$ cat src/rtl/trace_tx_sequencer_pkg.sv
// Shared types and constants for the trace frame uploader.
// Header layout is {pt, key, ct}, each field sent MSB byte first.
package trace_pkg;

   typedef enum logic [2:0] {
      IDLE,
      HDR_SEND,
      HDR_WAIT,
      SEN_ADDR,
      SEN_SEND,
      SEN_WAIT,
      GAP
   } state_t;

   localparam int HDR_BYTES = 48;
   localparam int BYTE_W    = 8;
   localparam int FIELD_W   = 128;
   localparam int SHADOW_W  = HDR_BYTES * BYTE_W;

   // Field slots inside the shadow register, counted from the MSB end
   localparam int FLD_PT  = 0;
   localparam int FLD_KEY = 1;
   localparam int FLD_CT  = 2;

   function automatic logic [BYTE_W-1:0] hdr_byte(input logic [SHADOW_W-1:0] sh,
                                                  input logic [5:0]          idx);
      return sh[SHADOW_W-1-BYTE_W*int'(idx) -: BYTE_W];
   endfunction

endpackage

$ cat src/rtl/trace_tx_sequencer_if.sv
// Byte handshake between the sequencer and the UART TX core.
interface trace_tx_sequencer_if;
   import trace_pkg::*;

   logic              tx_dv;
   logic [BYTE_W-1:0] tx_byte;
   logic              tx_done;

   modport master (output tx_dv, output tx_byte, input  tx_done);
   modport slave  (input  tx_dv, input  tx_byte, output tx_done);

endinterface

$ cat src/rtl/trace_tx_sequencer_gap_timer.sv
// Load/decrement counter; expire is high for the single cycle the loaded count reaches zero.
module gap_timer #(
   parameter int W = 4
) (
   input  logic         clk,
   input  logic         rst_n,
   input  logic         load,
   input  logic [W-1:0] load_val,
   output logic         expire
);

   logic [W-1:0] cnt;
   logic         run;

   always_ff @(posedge clk or negedge rst_n) begin
      if (!rst_n) begin
         cnt <= '0;
         run <= 1'b0;
      end else if (load) begin
         cnt <= load_val;
         run <= 1'b1;
      end else if (run) begin
         if (cnt == '0) run <= 1'b0;
         else           cnt <= cnt - W'(1);
      end
   end

   assign expire = run && (cnt == '0);

endmodule

$ cat src/rtl/trace_tx_sequencer.sv
// Uploads one trace frame (pt, key, ct, then SAMPLES sensor bytes) over the UART,
// then waits GAP_CYCLES quiet cycles before pulsing done.
module trace_tx_sequencer
   import trace_pkg::*;
#(
   parameter int SAMPLES    = 1024,
   parameter int ADDR_W     = 10,
   parameter int GAP_CYCLES = 4096
) (
   input  logic                clk,
   input  logic                c10_resetn,
   input  logic                start,
   input  logic [FIELD_W-1:0]  pt,
   input  logic [FIELD_W-1:0]  key,
   input  logic [FIELD_W-1:0]  ct,
   output logic [ADDR_W-1:0]   mem_addr,
   input  logic [BYTE_W-1:0]   mem_rdata,
   trace_tx_sequencer_if.master uart,
   output logic                busy,
   output logic                done,
   output logic [15:0]         frame_cnt
);

   localparam int               GAP_W    = $clog2(GAP_CYCLES + 1);
   localparam logic [5:0]       BI_LAST  = 6'(HDR_BYTES - 1);
   localparam logic [ADDR_W-1:0] SI_LAST = ADDR_W'(SAMPLES - 1);
   localparam logic [GAP_W-1:0] GAP_LOAD = GAP_W'(GAP_CYCLES - 1);

   state_t              state, state_nx;
   logic [SHADOW_W-1:0] shadow;
   logic [5:0]          bi;
   logic [ADDR_W-1:0]   si;
   logic [BYTE_W-1:0]   byte_q;
   logic [15:0]         frame_q;
   logic                gap_load, gap_exp;

   gap_timer #(.W(GAP_W)) u_gap (
      .clk      (clk),
      .rst_n    (c10_resetn),
      .load     (gap_load),
      .load_val (GAP_LOAD),
      .expire   (gap_exp)
   );

   always_ff @(posedge clk or negedge c10_resetn) begin
      if (!c10_resetn) state <= IDLE;
      else             state <= state_nx;
   end

   always_comb begin
      state_nx = state;
      gap_load = 1'b0;
      case (state)
         IDLE:     if (start) state_nx = HDR_SEND;
         HDR_SEND: state_nx = HDR_WAIT;
         HDR_WAIT: if (uart.tx_done) state_nx = (bi == BI_LAST) ? SEN_ADDR : HDR_SEND;
         SEN_ADDR: state_nx = SEN_SEND;
         SEN_SEND: state_nx = SEN_WAIT;
         SEN_WAIT: if (uart.tx_done) begin
            if (si == SI_LAST) begin
               gap_load = 1'b1;
               state_nx = GAP;
            end else begin
               state_nx = SEN_ADDR;
            end
         end
         GAP:      if (gap_exp) state_nx = IDLE;
         default:  state_nx = IDLE;
      endcase
   end

   always_ff @(posedge clk or negedge c10_resetn) begin
      if (!c10_resetn) begin
         shadow  <= '0;
         bi      <= '0;
         si      <= '0;
         byte_q  <= '0;
         frame_q <= '0;
      end else begin
         if (state == IDLE && start) begin
            shadow[SHADOW_W-1-FLD_PT*FIELD_W  -: FIELD_W] <= pt;
            shadow[SHADOW_W-1-FLD_KEY*FIELD_W -: FIELD_W] <= key;
            shadow[SHADOW_W-1-FLD_CT*FIELD_W  -: FIELD_W] <= ct;
            bi <= '0;
         end
         if (state == HDR_WAIT && uart.tx_done) begin
            if (bi == BI_LAST) si <= '0;
            else               bi <= bi + 6'd1;
         end
         if (state == SEN_WAIT && uart.tx_done && si != SI_LAST)
            si <= si + ADDR_W'(1);
         // Hold the last sent byte so tx_byte stays stable between pulses
         if (uart.tx_dv) byte_q <= uart.tx_byte;
         if (done)       frame_q <= frame_q + 16'd1;
      end
   end

   // Sample bytes pass straight through: mem_rdata is only valid in SEN_SEND
   always_comb begin
      uart.tx_byte = byte_q;
      case (state)
         HDR_SEND: uart.tx_byte = hdr_byte(shadow, bi);
         SEN_SEND: uart.tx_byte = mem_rdata;
         default:  ;
      endcase
   end

   assign uart.tx_dv = (state == HDR_SEND) || (state == SEN_SEND);
   assign done       = (state == GAP) && gap_exp;
   assign busy       = (state != IDLE) && !done;
   assign mem_addr   = si;
   assign frame_cnt  = frame_q;

endmodule

$ cat src/flat_wrapper.sv
// flat-port wrapper written by rule: the top's interface ports become plain ports
module trace_tx_sequencer_flat import trace_pkg::*;
#(
   parameter int SAMPLES    = 1024,
   parameter int ADDR_W     = 10,
   parameter int GAP_CYCLES = 4096
)
  (clk, c10_resetn, start, pt, key, ct, mem_addr, mem_rdata, busy, done, frame_cnt, uart_tx_dv, uart_tx_byte, uart_tx_done);
  trace_tx_sequencer_if uart_i ();
  input  logic clk;
  input  logic c10_resetn;
  input  logic start;
  input  logic [FIELD_W-1:0] pt;
  input  logic [FIELD_W-1:0] key;
  input  logic [FIELD_W-1:0] ct;
  output logic [ADDR_W-1:0] mem_addr;
  input  logic [BYTE_W-1:0] mem_rdata;
  output logic busy;
  output logic done;
  output logic [15:0] frame_cnt;
  output wire logic [$bits(uart_i.tx_dv)-1:0] uart_tx_dv;
  output wire logic [$bits(uart_i.tx_byte)-1:0] uart_tx_byte;
  input wire logic [$bits(uart_i.tx_done)-1:0] uart_tx_done;
  assign uart_tx_dv = uart_i.tx_dv;
  assign uart_tx_byte = uart_i.tx_byte;
  assign uart_i.tx_done = uart_tx_done;
  trace_tx_sequencer #(.SAMPLES(SAMPLES), .ADDR_W(ADDR_W), .GAP_CYCLES(GAP_CYCLES)) u_core (.clk(clk), .c10_resetn(c10_resetn), .start(start), .pt(pt), .key(key), .ct(ct), .mem_addr(mem_addr), .mem_rdata(mem_rdata), .uart(uart_i), .busy(busy), .done(done), .frame_cnt(frame_cnt));
endmodule
$ cat config.mk
export PLATFORM = sky130hd
export DESIGN_NAME = trace_tx_sequencer_flat
export DESIGN_NICKNAME = d
export VERILOG_FILES = /design/src/rtl/trace_tx_sequencer_pkg.sv /design/src/rtl/trace_tx_sequencer_if.sv /design/src/rtl/trace_tx_sequencer_gap_timer.sv /design/src/rtl/trace_tx_sequencer.sv /design/src/flat_wrapper.sv
export SDC_FILE = /design/constraint.sdc
export NUM_CORES = 1
export LEC_CHECK = 0
export BUFFER_PORTS_ARGS = -buffer_cell sky130_fd_sc_hd__buf_4
export CAP_MARGIN = 5
export CORE_UTILIZATION = 55
export CTS_BUF_LIST = sky130_fd_sc_hd__clkbuf_8 sky130_fd_sc_hd__clkbuf_16
export CTS_CLUSTER_DIAMETER = 80
export DETAILED_ROUTE_END_ITERATION = 16
export PLACE_DENSITY_LB_ADDON = 0.12
export SLEW_MARGIN = 40
export SYNTH_ARGS = -nofsm -noshare
export SYNTH_HDL_FRONTEND = slang
export SYNTH_SLANG_ARGS = --single-unit
export TNS_END_PERCENT = 10
$ cat constraint.sdc
create_clock -name clk -period 5.4 [get_ports clk]
set_input_delay 1.62 -clock clk [delete_from_list [all_inputs] [get_ports clk]]
set_output_delay 1.62 -clock clk [all_outputs]
set_load 0.005 [all_outputs]
# Word-level counts from Yosys, hierarchy flattened
# Index checks and enable logic that the tools add are counted.
# totals
wordCells	69
in_bits	396
regBits	441
output_inout_bits	37
# classes
addsub	5
shifts	1
mux	23
n_eq_ne	14
reduce_logical	18
# op_table
operator	count
391-bit by 32-bit variable part select with 8-bit output	1
13-bit 2-to-1 mux	3
10-bit 2-to-1 mux	3
3-bit case mux with 7 select lines	1
6-bit 2-to-1 mux	3
16-bit by 1-bit adder with 16-bit output, second input constant	1
8-bit case mux with 2 select lines	1
3-bit 2-to-1 mux	5
13-bit zero test	1
13-bit by 1-bit subtractor with 13-bit output, second input constant	1
10-bit by 1-bit adder with 10-bit output, second input constant	1
10-bit == test, second input constant	1
10-bit != test, second input constant	1
9-bit by 9-bit subtractor with 10-bit output, first input constant	1
3-bit == test, second input constant	3
1-bit logical AND	7
6-bit by 1-bit adder with 6-bit output, second input constant	1
3-bit by 2-bit == test with 1-bit output, second input constant	2
6-bit == test, second input constant	1
1-bit 2-to-1 mux	6
2-bit != test, second input constant	3
2-bit nonzero test	3
2-bit by 1-bit != test with 1-bit output, second input constant	2
2-bit AND reduction	2
other kinds (7)	7

# Logic depth before layout (Yosys ltp)
# Gate-level depths: netlist (run 1).
# logic_depth
ltp_word	6
ltp_mapped	9
mapped_depth_nobuf	8

# Modules after synthesis
# A second synthesis (run 1) with hierarchy kept.
# hier_totals
hier_cells	2206
hier_area_um2	20633.5
# by_module_without_submodules
mod	seq_area_each_um2	instances	area_each_um2	cells_per_inst
trace_tx_sequencer	10685.2	1	19741.4	2108
gap_timer	350.3	1	892.1	98

# Worst setup path before layout (run 1)
# OpenSTA, ideal clock, no wires.
# synth_timing
path_type	register to output
start	reg u_core.bi[4]
end	out uart_tx_byte[2]
path_stages_with_launch	9
arrival_time_ps	2141
setup_slack_ps	1639
required_ps	3780
path_buffers	3
path_cell_list	dfrtp_1 -> clkbuf_1 -> inv_1 -> ha_1 -> clkbuf_1 -> or2_2 -> clkbuf_1 -> nor4_1 -> o31ai_1
# synth_between
elab_chain_cells	3
# synth_rtl
element	line	rtl
start, declared	trace_tx_sequencer.sv:31	logic [5:0] bi;
start signal, assigned	trace_tx_sequencer.sv:88	else bi <= bi + 6'd1;
9-bit by 9-bit subtractor with 10-bit output	trace_tx_sequencer_pkg.sv:27	return sh[SHADOW_W-1-BYTE_W*int'(idx) -: BYTE_W];
391-bit by 32-bit variable part select with 8-bit output	trace_tx_sequencer_pkg.sv:27	
8-bit case mux with 2 select lines	trace_tx_sequencer.sv:101	case (state)
end, declared	flat_wrapper.sv:22	output wire logic [$bits(uart_i.tx_byte)-1:0] uart_tx_byte;
# No other way between the ends.

# Worst setup path after layout (run 1)
# layout_timing
start	reg u_core.bi[1]
end	out uart_tx_byte[1]
# The elaborated chain is that of the path after synthesis.

==> results.json, run 1 <==
{
  "outcome": "finished, final reports clean",
  "clk_pin_slew_ns": 0.06,
  "hp-start": "u_core.shadow[328]",
  "grt_pass1_wl_um": 94400,
  "gp_congestion": 0.917,
  "dp_slack_ns": 0.674,
  "seqPwrFrac_pct": 41.6,
  "worst_pin_slew_ns": 0.861,
  "critical_path.max_fanout": 45,
  "synth_top_area_cell": "dfrtp_1",
  "syn_inst": 2235,
  "portBuffers": 432,
  "grt_overflow": 0,
  "worstSkewPairLatency_ns": 0.55,
  "cap_violations": 0,
  "setup_viol": 0,
  "min_period_ns": 5.13,
  "drt_wl_total_um": 60200,
  "ir_drop_mv": 0.365,
  "use_met1_pct": 43.4,
  "ctsResizeCount": 0,
  "ant_nets": 0,
  "worst_slack_ns": 0.270,
  "grt_max_degree": 191,
  "clockBufferDepth": 3,
  "drtIter0Drc": 1258,
  "p_switching_mw": 4.77,
  "p_clk_share_pct": 24.5,
  "slew_viol_final": 0,
  "hpwl_um": 43500,
  "p_leak_nw": 13.3,
  "track_usage_pct": 32.0,
  "hold_path.class": "flop to flop",
  "num_vias": 17394,
  "slowest_delay_ns": 0.95,
  "rows": 70,
  "syn_area_um2": 20500,
  "grt_busiest_layer": "met2",
  "synthTopCellsByArea": "dfrtp_1, nand2_1, mux4_2, clkbuf_1, mux2i_1",
  "cp-end-kind": "output port",
  "p_comb_share_pct": 33.9,
  "io_pins": 433,
  "r2r_slack_ns": 2.53,
  "synth_cell_type_count": 59,
  "fp.coreArea_um2": 36600,
  "nets": 3014,
  "powerDensity_nw_per_um2": 524,
  "root_buffer": "clkbuf_16",
  "yosysSeqAreaShare_pct": 53.8,
  "n_antenna_cell": 0,
  "final.setup_skew_ns": 0.0205,
  "cts_tree": "done",
  "rr_startpoint": "u_core.bi[1]",
  "worstPathRequired_ns": 3.78,
  "avgSynthCellArea_um2": 9.17,
  "first_global_vias": 17577,
  "rsz0062_at_grt": "false",
  "synth_edf_count": 0,
  "grt_use_met3_pct": 4.84,
  "crit_slowest_cell": "dfrtp_4",
  "antenna_found_initial": 0,
  "htree_levels": 2,
  "die_x_um": 195,
  "tns_ns": 0,
  "drt_pass1_iterations": 5,
  "drc": 0,
  "synth_top_flop_cell": "dfrtp_1",
  "ctsHoldBuffers": 0,
  "final_layout_size_suffix_gt1_share_pct": 24.8,
  "fin_crit_sh_pct": 95.0,
  "grt.met2_usage_pct": 51.1,
  "die_area_um2": 38000,
  "viasPerCell": 5.59,
  "startpoint": "u_core.bi[1]",
  "syn_nets": 2638,
  "timing.slew.headroom_pct": 42.5,
  "hold_viol": 0,
  "wire_per_inst_um": 19.3,
  "placed_cells": 3030,
  "yosys_warnings": 0,
  "p_int_mw": 8.77,
  "start_util_pct": 56.0,
  "crit_chain": "buf_4, mux4_2, mux4_2, o21ai_0, o21ai_0, buf_4",
  "area_delta_synth_final_pct": 26.0,
  "fmax_mhz": 195,
  "crit_type": "flop to output port",
  "synthArstFlopShare_pct": 100,
  "synth_top_area_share_pct": 53.8,
  "cp.arrival_ns": 3.51,
  "crit_path_start_kind": "flop",
  "synth.ff_latch_count": 441,
  "die_h_um": 195,
  "cts_made_buffers": 46,
  "post_cts_buffers": 0,
  "cts_sinks": 441,
  "finalPower_mw": 13.5,
  "switching_share_pct": 35.2,
  "finalNonFillerCells": 3113
}
## registers in the layout, summed over array words and instances (netlist names)
| signal | cells |
|---|---|
| u_core.state | 3 |
| u_core.frame_cnt | 16 |
| u_core.bi | 6 |
| u_core.byte_q | 8 |
| u_core.u_gap.cnt | 13 |
| u_core.shadow | 384 |
| u_core.u_gap.run | 1 |
| u_core.mem_addr | 10 |
## power by group through the flow
| stage | Sequential (mW) | Clock [mW] | Combinational, mW |
|---|---|---|---|
| after floorplan | 5.19 | 0 | 3.26 |
| after global placement | 5.60 | 0 | 4.40 |
| after detailed placement | 5.64 | 0 | 4.54 |
| after CTS | 5.61 | 3.34 | 4.60 |
| after global routing | 5.77 | 3.47 | 5.10 |
| final | 5.63 | 3.31 | 4.59 |
## per-layer routing
layer	vias up	wire, um
met5	-	0
met1	8488	24400
li1	8029	-
met2	737	28600
met3	140	4150
met4	0	3020
## cells by family (layout without fill, tap and decap cells)
kind of cell	Yosys count	count (layout)	synth area share, %
DFF	441	441	53.8
buffers and inverters	141	551	2.74
adders and majority gates	7	7	0.427
AOI/OAI and AO/OA	122	122	3.86
xor gates and xnor gates	27	27	1.15
and+or+nand+nor	1374	1374	26.8
muxes	123	123	11.2
## stage by stage
| stage | hold slack (ns) | cell area, um2 | util [%] |
|---|---|---|---|
| after CTS | 0.472 | 25800 | 70.5 |
| after detailed placement | 0.457 | 24200 | 66.1 |
| final | 0.469 | 25800 | 70.5 |
| after global placement | 0.452 | 24200 | 66.0 |
| after global routing | 0.486 | 25800 | 70.5 |
| after floorplan | 0.440 | 20500 | - |
## cells in the mapped netlist (5+ instances only)
cell type  instances
mux2i_1           24
o21ai_0           30
nand3_1           22
ha_1               7
xnor2_1           13
mux2_2            16
and4_1             5
nor2b_1           20
a31oi_1            7
nand2b_1           7
nand2_1         1216
o211ai_1           5
nor3_1             9
and3_1            13
inv_1              8
nor4_1             8
a21oi_1           22
buf_1             11
o31ai_1            9
mux4_2            83
dfrtp_1          441
clkbuf_1         101
nor2_1            35
buf_2             20
nand4_1            9
xor2_1            14
a22oi_1           28
## final cells by class
class	count	area [um2]
Clock buffer	61	1370
Clock inverter	21	229
Fill cell	2849	10800
Inverter	8	30.0
Multi-Input combinational cell	1653	8920
Sequential cell	441	11000
Tap cell	468	586
Timing Repair Buffer	461	3640
## cells in the final DEF (no fill, tap or decap), types with 16 or more instances in the layout
| cell type | netlist | layout |
|---|---|---|
| nand2_1 | 1216 | 1216 |
| mux4_2 | 83 | 83 |
| a21oi_1 | 22 | 22 |
| clkbuf_16 | 0 | 47 |
| nand3_1 | 22 | 22 |
| mux2i_1 | 24 | 24 |
| nor2_1 | 35 | 34 |
| mux2_2 | 16 | 16 |
| a22oi_1 | 28 | 28 |
| dfrtp_1 | 441 | 438 |
| buf_4 | 0 | 447 |
| nor2b_1 | 20 | 20 |
| o21ai_0 | 30 | 30 |
## worst max-delay path, delay by kind of cell, from the launching register on
family | cells | cell delay [ns]
DFF | 1 | 0.95
AOI/OAI and AO/OA | 2 | 0.40
muxes | 2 | 0.92
buffers and inverters | 2 | 0.68
## path summary, 6_finish.rpt
check | end | depth (start not counted)
min reg2reg | u_core.shadow[328] | 2
min | u_core.shadow[328] | 2
max | uart_tx_byte[1] | 6
min in group asynchronous | u_core.shadow[308] | 1
max reg2reg | u_core.mem_addr[2] | 7
max in group asynchronous | u_core.shadow[111] | 3
Note: power is estimated with default switching activity, not from simulation.
==> run 2, diff against run 1 <==
--- a/config.mk
+++ b/config.mk
@@ -7,6 +7,7 @@
 export LEC_CHECK = 0
 export BUFFER_PORTS_ARGS = -buffer_cell sky130_fd_sc_hd__buf_4
 export CAP_MARGIN = 5
+export CORE_MARGIN = 4
 export CORE_UTILIZATION = 55
 export CTS_BUF_LIST = sky130_fd_sc_hd__clkbuf_8 sky130_fd_sc_hd__clkbuf_16
 export CTS_CLUSTER_DIAMETER = 80
==> run 2 against run 1 <==
Effect of this change:
- core utilization decreased by 0.50 points
- register-to-register slack about the same
- largest cell class unchanged
- critical endpoint unchanged
- sequential share of layout area increased by 0.19 points
==> results.json, run 2 (synthesized netlist as in run 1, its figures left out) <==
{
  "wire_per_inst_um": 19.7,
  "finalNonFillerCells": 3113,
  "grt_pass1_wl_um": 95600,
  "fillers": 2826,
  "p_leak_nw": 13.3,
  "num_vias": 17355,
  "hold_path.class": "flop to flop",
  "placed_cells": 3029,
  "hold_path_depth": 2,
  "worst_pin_slew_ns": 0.844,
  "fmax_mhz": 194,
  "grt_overflow": 0,
  "root_buffer": "clkbuf_16",
  "fp.coreArea_um2": 36700,
  "clk_pin_slew_ns": 0.06,
  "place_area_um2": 24200,
  "r2r_cells": 7,
  "n_antenna_cell": 0,
  "clockBufferDepth": 3,
  "crit_type": "flop to output port",
  "final_layout_size_suffix_gt1_share_pct": 24.6,
  "track_usage_pct": 29.8,
  "hpwl_um": 44800,
  "slew_viol_final": 0,
  "antenna_found_initial": 0,
  "nets": 3013,
  "die_area_um2": 40400,
  "viasPerCell": 5.58,
  "first_global_vias": 17624,
  "cts_tree": "done",
  "tns_ns": 0,
  "final.setup_skew_ns": 0.0283,
  "io_pins": 433,
  "critical_path.max_fanout": 49,
  "regMostFlops": "u_core.shadow",
  "rsz0062_at_grt": "false",
  "htree_levels": 2,
  "cp.arrival_ns": 3.53,
  "cts_made_buffers": 46,
  "crit_path_start_kind": "flop",
  "timing.slew.headroom_pct": 43.7,
  "hold_viol": 0,
  "area_delta_synth_final_pct": 25.4,
  "final_cell_area_um2": 25700,
  "dp_slack_ns": 0.741,
  "fin_crit_sh_pct": 95.4,
  "die_x_um": 201,
  "rows": 70,
  "ant_nets": 0,
  "final_common_cell": "nand2_1",
  "drtIter0Drc": 1586,
  "regArea_um2": 11000,
  "gp_congestion": 0.948,
  "grt_max_degree": 195,
  "cts_sinks": 441,
  "largest_reg_flops": 384,
  "outcome": "finished, final reports clean",
  "worst_slack_ns": 0.249,
  "cp-end-kind": "output port",
  "setup_viol": 0,
  "portBuffers": 432,
  "worstPathRequired_ns": 3.78,
  "cap_violations": 0,
  "layout_common_cells": "nand2_1, buf_4, dfrtp_1",
  "start_util_pct": 55.9,
  "ir_drop_mv": 0.314,
  "drc": 0,
  "hold_ws_ns": 0.470,
  "worstSkewPairLatency_ns": 0.57,
  "multi_input_area_um2": 8920,
  "drt_pass1_iterations": 8,
  "min_period_ns": 5.15,
  "finalPower_mw": 13.4,
  "die_h_um": 201,
  "drt_wl_total_um": 61200,
  "powerDensity_nw_per_um2": 520,
  "fin_util_pct": 70.0
}
==> run 2: layer usage <==
layer	wire [um]	vias up	global-route usage [%]
met5	0	-	0
met4	2720	0	11.8
met3	4780	147	6.09
met2	29200	752	47.8
met1	24500	8430	40.6
li1	-	8026	-
==> run 2: timing repair <==
| item | CTS | global route |
|---|---|---|
| buffers inserted | 0 | 1 |
| resized for setup | 0 | 0 |
| endpoints found under the setup margin | 0 | 1 |
| hold buffers | 0 | 0 |
==> run 2: worst paths after layout <==
path	start	end	slack [ns]
worst max-delay path	u_core.bi[1]	uart_tx_byte[1]	0.25
max in group asynchronous	c10_resetn	u_core.shadow[171]	3.23
worst min-delay path	u_core.shadow[330]	u_core.shadow[330]	0.47
min in group asynchronous	c10_resetn	u_core.shadow[279]	0.98
worst min register to register	u_core.shadow[330]	u_core.shadow[330]	0.47
worst max register to register	u_core.bi[1]	u_core.mem_addr[2]	2.54
==> run 2: cell type report <==
class	count	share of cell area, %
Clock inverter	27	0.876
Inverter	8	0.117
Timing Repair Buffer	460	14.0
Multi-Input combinational cell	1653	34.7
Sequential cell	441	43.0
Tap cell	468	2.28
Clock buffer	56	5.01
==> run 2: critical path, cell delays in order, from the launching register on <==
cell     delay (ns)
dfrtp_4        0.95
buf_12         0.33
mux4_2         0.37
mux4_2         0.51
o21ai_0        0.25
o21ai_0        0.28
buf_4          0.23
==> run 2: report_power, final <==
part / internal [mW] / total, mW / leakage, nW / switching, mW
sequential: 4.68 / 5.68 / 5.54 / 0.993
combinational: 2.06 / 4.54 / 6.92 / 2.48
clock: 1.84 / 3.15 / 0.786 / 1.31
total: 8.58 / 13.4 / 13.3 / 4.78
==> run 3, diff against run 2 <==
--- a/config.mk
+++ b/config.mk
@@ -12,7 +12,7 @@
 export CTS_BUF_LIST = sky130_fd_sc_hd__clkbuf_8 sky130_fd_sc_hd__clkbuf_16
 export CTS_CLUSTER_DIAMETER = 80
 export DETAILED_ROUTE_END_ITERATION = 16
-export PLACE_DENSITY_LB_ADDON = 0.12
+export PLACE_DENSITY = 0.8
 export SLEW_MARGIN = 40
 export SYNTH_ARGS = -nofsm -noshare
 export SYNTH_HDL_FRONTEND = slang
==> run 3 against run 2 <==
Effect of this change:
- worst setup slack gained 0.0097 ns
- largest power group unchanged
- register-to-register slack hardly changed
- clock skew shrank 0.0054 ns
- sequential share of layout area fell by 0.075 points
- hold slack lost 0.0018 ns
- critical endpoint unchanged
- via count increased by 2.2%
- combinational power about the same
- routed wire length is 5.0% higher
==> results.json, run 3 (synthesized netlist as in run 1, its figures left out) <==
{
  "outcome": "finished, final reports clean",
  "num_vias": 17733,
  "gp_congestion": 0.952,
  "cp-end-kind": "output port",
  "slew_viol_final": 0,
  "largest_reg_flops": 384,
  "portBuffers": 432,
  "worst_pin_slew_ns": 0.805,
  "setup_viol": 0,
  "fmax_mhz": 195,
  "drt_pass1_iterations": 8,
  "grt_max_degree": 138,
  "cts_made_buffers": 44,
  "place_area_um2": 24200,
  "ir_drop_mv": 0.235,
  "clockBufferDepth": 3,
  "nets": 3017,
  "clk_pin_slew_ns": 0.06,
  "crit_slowest_cell": "dfrtp_4",
  "powerDensity_nw_per_um2": 522,
  "hold_viol": 0,
  "crit_path_start_kind": "flop",
  "post_cts_buffers": 0,
  "cts_sinks": 441,
  "p_leak_nw": 13.3,
  "worstSkewPairLatency_ns": 0.55,
  "placed_cells": 3035,
  "cts_tree": "done",
  "grt_overflow": 0,
  "tns_ns": 0,
  "cap_violations": 0,
  "hold_path_depth": 2,
  "htree_levels": 2,
  "crit_type": "flop to output port",
  "cp.arrival_ns": 3.52,
  "io_pins": 433,
  "hpwl_um": 47700,
  "viasPerCell": 5.69,
  "ctsResizeCount": 0,
  "regMostFlops": "u_core.shadow",
  "worstPathRequired_ns": 3.78,
  "final_cell_area_um2": 25700,
  "drt_wl_total_um": 64300,
  "track_usage_pct": 31.5,
  "rows": 70,
  "drtIter0Drc": 1870,
  "layout_common_cells": "nand2_1, buf_4, dfrtp_1",
  "crit_chain": "buf_12, buf_4, mux4_2, mux2i_1, o311ai_0, o21ai_0, o21ai_0, buf_4",
  "critical_path.max_fanout": 34,
  "ant_nets": 0,
  "finalPower_mw": 13.4,
  "grt_pass1_wl_um": 100000,
  "rsz0062_at_grt": "false",
  "die_h_um": 201,
  "finalNonFillerCells": 3118,
  "timing.slew.headroom_pct": 46.2,
  "die_x_um": 201,
  "r2r_cells": 7,
  "final_layout_size_suffix_gt1_share_pct": 24.9,
  "final.setup_skew_ns": 0.0229,
  "min_period_ns": 5.14,
  "fin_crit_sh_pct": 95.2,
  "first_global_vias": 18052,
  "root_buffer": "clkbuf_16",
  "drc": 0,
  "antenna_found_initial": 0,
  "final_common_cell": "nand2_1",
  "wire_per_inst_um": 20.6,
  "start_util_pct": 55.9,
  "die_area_um2": 40400,
  "fp.coreArea_um2": 36700,
  "area_delta_synth_final_pct": 25.6,
  "n_antenna_cell": 0,
  "slowest_delay_ns": 0.82,
  "hold_path.class": "flop to flop",
  "ctsHoldBuffers": 0
}
==> run 3: cell types whose count changed in the layout (fill, tap and decap cells not counted), sizes merged <==
cell      change
inv           -4
clkinv        +5
bufinv        +2
clkinvlp      +1
buf           +6
clkbuf        -5
==> run 3: metal layers <==
layer	vias to the layer above	wire length [um]	GRT usage [%]
met3	172	5140	5.17
met2	872	30700	50.5
li1	8038	-	-
met1	8651	25300	42.9
met5	-	0	0
met4	0	3170	14.0
==> run 3: cell type report <==
type | instances | area [um2]
clock buffer | 51 | 1210
clock inverter | 31 | 295
fill | 2691 | 11000
inverter | 8 | 30.0
multi-input combinational | 1653 | 8910
sequential | 441 | 11000
tap | 468 | 586
timing repair buffer | 466 | 3670
==> run 3: power by group <==
group          leakage [nW]  switching (mW)  internal, mW
Sequential             5.54            1.08          4.68
Combinational          6.96            2.44          2.07
Clock                 0.769            1.31          1.85
==> run 3: critical path: cells and delay by family, from the launching register on <==
family	cells	cell delay, ns
DFF	1	0.82
buffers and inverters	3	0.78
AOI/OAI and AO/OA	3	0.51
muxes	2	0.81
==> run 3: through the flow <==
stage | worst slack, ns | util (%) | hold slack (ns)
floorplan | 1.64 | - | 0.440
global placement | 0.887 | 66.0 | 0.452
detailed placement | 0.860 | 66.0 | 0.457
CTS | 0.243 | 70.1 | 0.471
global route | 0.0759 | 70.2 | 0.493
finish | 0.259 | 70.2 | 0.468
==> run 3: final timing paths <==
kind                                    startpoint                  to  slack (ns)
worst max-delay path                  u_core.bi[0]     uart_tx_byte[1]        0.26
worst min-delay path            u_core.shadow[134]  u_core.shadow[134]        0.47
worst max register to register        u_core.bi[0]    u_core.byte_q[2]        2.55
worst min register to register  u_core.shadow[134]  u_core.shadow[134]        0.47
max in group asynchronous               c10_resetn   u_core.shadow[99]        3.28
min in group asynchronous               c10_resetn  u_core.mem_addr[2]        0.94
